**src/rtl/prescale_tick.sv**
```systemverilog
// -----------------------------------------------------------------------------
// prescale_tick
//
// Programmable clock-enable generator. Counts advances from 0 up to the active
// terminal value div_cur and, on the wrap back to 0, raises a registered
// one-cycle tick that drives the enable of a downstream (cascaded) counter.
// A new terminal value is offered through a valid/ready handshake into a
// single shadow register and takes effect only at a period boundary (a wrap
// advance, or any edge while the block is stopped), so a period is never cut
// short or stretched by a reload.
//
// Optional build macro:
//   PRESCALE_TICK_CASCADE_EN  - adds the `en` input; advances then also
//                               require en=1 so instances chain tick -> en.
//                               Without it the block advances every edge
//                               while run=1.
//
// Ports:
//   clk        in   sole clock, rising edge
//   rst        in   synchronous active-high reset
//   run        in   counting allowed while high; low clears the count
//   div_data   in   [WIDTH] new terminal value (period = div_data + 1)
//   div_valid  in   div_data offered
//   div_ready  out  shadow register empty; load accepted on valid && ready
//   en         in   advance qualifier (PRESCALE_TICK_CASCADE_EN builds only)
//   tick       out  registered one-cycle strobe on every wrap
//   count      out  [WIDTH] current count
// -----------------------------------------------------------------------------
module prescale_tick #(
    parameter int WIDTH = 4
) (
    input  logic             clk,
    input  logic             rst,
    input  logic             run,
    input  logic [WIDTH-1:0] div_data,
    input  logic             div_valid,
    output logic             div_ready,
`ifdef PRESCALE_TICK_CASCADE_EN
    input  logic             en,
`endif
    output logic             tick,
    output logic [WIDTH-1:0] count
);

    typedef enum logic {
        SH_EMPTY   = 1'b0,
        SH_PENDING = 1'b1
    } sh_state_e;

    sh_state_e        sh_state_q, sh_state_d;
    logic [WIDTH-1:0] count_q,    count_d;
    logic [WIDTH-1:0] div_cur_q,  div_cur_d;
    logic [WIDTH-1:0] shadow_q,   shadow_d;
    logic             tick_q,     tick_d;

    logic             qual;
    logic             advance;
    logic             wrap;

`ifdef PRESCALE_TICK_CASCADE_EN
    assign qual = en;
`else
    assign qual = 1'b1;
`endif

    assign advance = run && qual;
    // The compare uses the old div_cur even on an apply edge; the newly
    // applied value governs the following period.
    assign wrap    = advance && (count_q == div_cur_q);

    // Count and tick next-state.
    // NOTE: every always_comb output gets a default first so that no path
    // leaves it unassigned, which would otherwise infer a latch.
    always_comb begin
        count_d = count_q;
        tick_d  = 1'b0;
        if (!run) begin
            count_d = '0;
        end else if (advance) begin
            if (wrap) begin
                count_d = '0;
                tick_d  = 1'b1;
            end else begin
                count_d = count_q + WIDTH'(1);
            end
        end
    end

    // Shadow FSM next-state. Only one load can be in flight: a new offer is
    // ignored (ready low) until the pending value has been applied.
    always_comb begin
        sh_state_d = sh_state_q;
        shadow_d   = shadow_q;
        div_cur_d  = div_cur_q;
        unique case (sh_state_q)
            SH_EMPTY: begin
                if (div_valid) begin
                    shadow_d   = div_data;
                    sh_state_d = SH_PENDING;
                end
            end
            SH_PENDING: begin
                // Applying only at a wrap (count returns to 0) or while
                // stopped (count held at 0) keeps count <= div_cur even when
                // the divisor shrinks.
                if (wrap || !run) begin
                    div_cur_d  = shadow_q;
                    sh_state_d = SH_EMPTY;
                end
            end
            default: sh_state_d = SH_EMPTY;
        endcase
    end

    // Control state register with synchronous reset.
    // NOTE: sequential state uses non-blocking assignments so every flop
    // samples the pre-edge values regardless of statement order.
    always_ff @(posedge clk) begin
        if (rst) begin
            count_q    <= '0;
            tick_q     <= 1'b0;
            div_cur_q  <= '1;
            sh_state_q <= SH_EMPTY;
        end else begin
            count_q    <= count_d;
            tick_q     <= tick_d;
            div_cur_q  <= div_cur_d;
            sh_state_q <= sh_state_d;
        end
    end

    // NOTE: the shadow is a pure data register; it is only ever read in
    // SH_PENDING, which is entered by writing it, so it needs no reset.
    always_ff @(posedge clk) begin
        shadow_q <= shadow_d;
    end

    assign div_ready = (sh_state_q == SH_EMPTY);
    assign tick      = tick_q;
    assign count     = count_q;

endmodule

```
**config.mk**
```make
export PLATFORM = sky130hd
export DESIGN_NAME = prescale_tick
export DESIGN_NICKNAME = d
export VERILOG_FILES = /design/src/rtl/prescale_tick.sv
export SDC_FILE = /design/constraint.sdc
export NUM_CORES = 1
export LEC_CHECK = 0
export BUFFER_PORTS_ARGS = -buffer_cell sky130_fd_sc_hd__buf_2
export CAP_MARGIN = 0
export CORE_MARGIN = 8
export CORE_UTILIZATION = 32
export CTS_CLUSTER_SIZE = 28
export DETAILED_ROUTE_END_ITERATION = 6
export GPL_ROUTABILITY_DRIVEN = 0
export PLACE_DENSITY = 0.5
export SYNTH_ARGS = -nofsm -noshare
export SYNTH_HDL_FRONTEND = slang
export SYNTH_SLANG_ARGS = --single-unit
export TNS_END_PERCENT = 100
```
**constraint.sdc**
```tcl
create_clock -name clk -period 3.3 [get_ports clk]
set_input_delay 0.66 -clock clk [delete_from_list [all_inputs] [get_ports clk]]
set_output_delay 0.66 -clock clk [all_outputs]
set_load 0.02 [all_outputs]
```
Yosys cells after proc, flatten, opt, wreduce, memory -nomap -nowiden
Cells that the tools add are included.
{ "classes": {"bitwise_logic": 2, "mux": 4, "n_addsub": 1, "n_eq_ne": 1, "reduce_logical": 7} }
{ "op_table": {"columns": ["op", "count"], "rows": [
  ["$add A4 B1 Y4 const B", 1],
  ["$eq A4 B4 Y1", 1],
  ["$reduce_and A2 Y1", 2],
  ["$mux W1", 3],
  ["$reduce_or A3 Y1", 1],
  ["$not A1 Y1", 2],
  ["$pmux W1 S2", 1],
  ["$reduce_or A2 Y1", 1],
  ["$logic_and A1 B1 Y1", 1],
  ["$logic_not A1 Y1", 1],
  ["$logic_or A1 B1 Y1", 1]
]} }
{ "totals": {"register_bits": 14, "input_bits": 8, "elab_cells": 20, "out_inout_bits": 6} }

Longest topological paths before layout
{ "logic_depth": {"depth_word": 5, "ltp_mapped": 4, "ltp_nobuf": 3} }

Least setup slack after synthesis
OpenSTA, ideal clock, no wires.
{ "synth_path": {"path_type": "reg2reg", "start": "reg count_q[0], in the netlist count[0]", "end": "reg div_cur_q[0]", "stages_incl_launch_ff": 4, "arrival_time_ns": 1.380, "slack_ns": 1.848, "required_time_ns": 3.228, "synth_period_minus_slack_ns": 1.452, "path_cell_list": "dfxtp_1 > xor2_1 > nor4_4 > mux2i_1"} }
{ "synth_between": {"elab_chain_cells": 4} }
{ "synth_lines": {"columns": ["item", "line", "source"], "rows": [
  ["start, declared", "51", "logic [WIDTH-1:0] count_q, count_d;"],
  ["start signal, assigned", "125", "count_q <= count_d;"],
  ["$eq A4 B4 Y1", "69", "assign wrap = advance && (count_q == div_cur_q);"],
  ["$logic_and A1 B1 Y1", "69", null],
  ["$logic_or A1 B1 Y1", "106", "if (wrap || !run) begin"],
  ["$reduce_and A2 Y1 (no line)", null, null],
  ["end signal, assigned", "127", "div_cur_q <= div_cur_d;"],
  ["end, declared", "52", "logic [WIDTH-1:0] div_cur_q, div_cur_d;"]
]} }
No other way between the ends.
A chain may end at the register's enable or synchronous reset.

Worst setup path in the final report
{ "layout_path": {"start": "reg sh_state_q", "end": "out div_ready"} }
{ "layout_between": {"elab_chain_cells": 1} }
{ "layout_lines": {"columns": ["item", "line", "source"], "rows": [
  ["start, declared", "50", "sh_state_e sh_state_q, sh_state_d;"],
  ["start signal, assigned", "128", "sh_state_q <= sh_state_d;"],
  ["$not A1 Y1", null, null],
  ["end, declared", "37", "output logic div_ready,"]
]} }
No other way between the ends.

==> results.md <==
* Fin crit period at about 1.8 ns
* Layout cells sized above 1 at between 20% and 30%
* Routed WL at 1140 um
* Top cells by area, synth: dfxtp_1, edfxtp_1, a211oi_1, and3b_1, xor2_1
* Net switching power at a little over 80 uW
* Ports at 14
* Half-perimeter wire length after placement at around 880 um
* CP Capture Type: output pin
* Initial DRC Count at 4
* Routed met3 length at roughly 120 um
* Clock share of power at between 30% and 40%
* Layout Cells excl Fill at between 90 and 100
* First-pass iteration count of the detailed router at 4
* Num CTS Buffers at 3
* Max Cap Violations at 0
* Placed instance count at between 90 and 100
* Max_slew headroom at 54.0%
* WP data required at ~2.6 ns
* Smallest hold slack at roughly 0.55 ns
* Peak supply drop at ~0.26 mV
* Vias at 456
* Hold Vio Cnt, Final at 0
* Cell family with most CP delay: flip-flops
* Die Wd at 60.8 um
* Setup repair bufs after CTS at 0
* Combinational Power Share at between 10 and 15%
* Max stage delay on crit path at between 0.5 and 0.6 ns
* Core area at just under 0.002 mm2
* Cell with the most instances after synthesis: dfxtp_1
* Met2 Wirelength at between 400 and 500 um
* EDFF count, synth at 4
* Post-Route Setup TNS at 0 ns
* Total power at between 300 and 400 uW
* Input/output buffers at 13
* All-Layer GR Usage at under 10%
* Crit Path Class: flop to output pin
* RSZ-0062 raised after global routing: no
* Vias/cell at 4.65
* Initial Utilization at ~33%
* PwrDens at 434 mW/mm2
* Register area at around 320 um2
* Buf/Inv on CP at 2
* Syn Inst Count at 56
* Final Core Density at between 30% and 40%
* Internal Power at about 250 uW
* TritonCTS clock tree: yes
* Worst-path clk slew at roughly 0.080 ns
* DRT met1 WL at 517 um
* Syn Nets at 65
* Cell variety after synth at 18
* Area Growth Syn to Fin at 18.3%
* Status: finished, final reports clean
* Slowest cell on the critical path: dfxtp_1
* Die Ht at 60.8 um
* CP max FO at 14
* Sequential share of power at 59.1%
* Synth warnings at 0
* ANT nets after route at 0
* Post_cts resized at 0
* Commonest cells post-synth: dfxtp_1, a211oi_1, and3b_1, xor2_1
* CP Cell Sequence: inv_1 -> buf_2
* DRC Markers at 0
* Skew final at slightly below 0.004 ns
* Vias in the first global route at 446
* Post-synth ARST share at 0%
* WL/cell at between 10 and 15 um
* CTS max path bufs at 2
* Synth Flop Type: dfxtp_1
* GRT overflow at 0
* Tightest Pin Transition at approximately 0.68 ns
* Layout fillers at 215
* Nets at a little over 80
* Register area share after synthesis at between 40 and 50%
* Initial antenna violation count at 0
* Min-delay worst type: flop to flop
* Sw frac at about a quarter
* LEAKAGE at 0.303 nW
* Die area at around 0.0037 mm2
* Crit share post-route at a little over half
* # hold bufs at CTS at 0
* Post-synth top area share at a little under a third
* Arr. time, crit path at around 1.2 ns
* #FFs+latches synth at 14
* FP Rows at 16
* Achievable frequency at about 550 MHz
* Clk_lat worst skew at between 0.2 and 0.3 ns
* First-pass GRT wire length at 2020 um
* CTS root buffer: clkbuf_4
* Slew Limit Fails at 0
* Final setup fails at 0
* Largest net degree at the start of global routing at 15
* Ant. Diodes at 0
* Cell taking the most area after synthesis: dfxtp_1
* Synth Cell Area at about 640 um2
* # clock sinks at 14
* H-tree levels at 1
* Avg Inst Size Synth at between 10 and 15 um2
* Area of the multi-input gates at approximately 300 um2
* Highest routed layer: met4
* CP Launch Type: flop
==> sequential cells by signal, summed over array words and instances, names as in the netlist <==
name,flops
shadow_q,4
div_cur_q,4
tick,1
sh_state_q,1
count,4
==> cell families (layout without fill, tap and decap cells) <==
kind of cell | Yosys count | after routing | synth area share (%)
buffers and inverters | 4 | 19 | 2.34
multiplexers | 4 | 4 | 6.23
AND/OR/NAND/NOR | 18 | 18 | 20.8
XOR/XNOR | 6 | 6 | 8.17
AO/OA/AOI/OAI | 9 | 9 | 10.7
adder cells (fa/ha/maj) | 1 | 1 | 1.95
flip-flops | 14 | 14 | 49.8
==> placed cells by master, fill, tap and decap left out, drive strengths merged <==
master	n
a211oi	8
and3b	5
buf	13
clkbuf	4
dfxtp	10
edfxtp	4
ha	1
inv	2
mux2i	4
nand2	1
nand2b	2
nand3	1
nor2b	4
nor3	3
nor3b	1
nor4	1
o32ai	1
xnor2	1
xor2	5
==> metrics by stage <==
| step | setup slack (ns) | cell area [um2] |
|---|---|---|
| floorplan | 1.85 | 643 |
| global placement | 1.77 | 734 |
| detailed placement | 1.78 | 734 |
| CTS | 1.48 | 761 |
| global route | 1.36 | 761 |
| finish | 1.49 | 761 |
==> power by group through the flow <==
stage,sequential (mW),clock [mW],combinational (mW)
after floorplan,0.197,0,0.0269
after global placement,0.199,0,0.0366
after detailed placement,0.199,0,0.0363
after CTS,0.195,0.103,0.0366
after global routing,0.197,0.111,0.0400
final,0.195,0.0992,0.0359
==> layout make-up <==
class / count / area share (%)
multi-input combinational: 38 / 40.5
tap: 27 / 4.44
sequential: 14 / 42.1
inverter: 2 / 0.987
clock buffer: 4 / 3.45
timing repair buffer: 13 / 8.55
==> worst paths after layout <==
check	startpoint	to	slack [ns]	cells after the start
setup / recovery	sh_state_q	div_ready	1.49	2
hold reg to reg	count[0]	count[0]	0.55	1
hold / removal	count[0]	count[0]	0.55	1
setup reg to reg	count[0]	div_cur_q[0]	1.79	3
==> per-layer routing <==
layer  vias to the layer above  track usage, %
met1                       203            8.06
met5                         -               0
met4                         0            1.99
met3                         2            4.66
li1                        237               -
met2                        14            11.3
No activity file was read; power rests on OpenSTA's default activity.
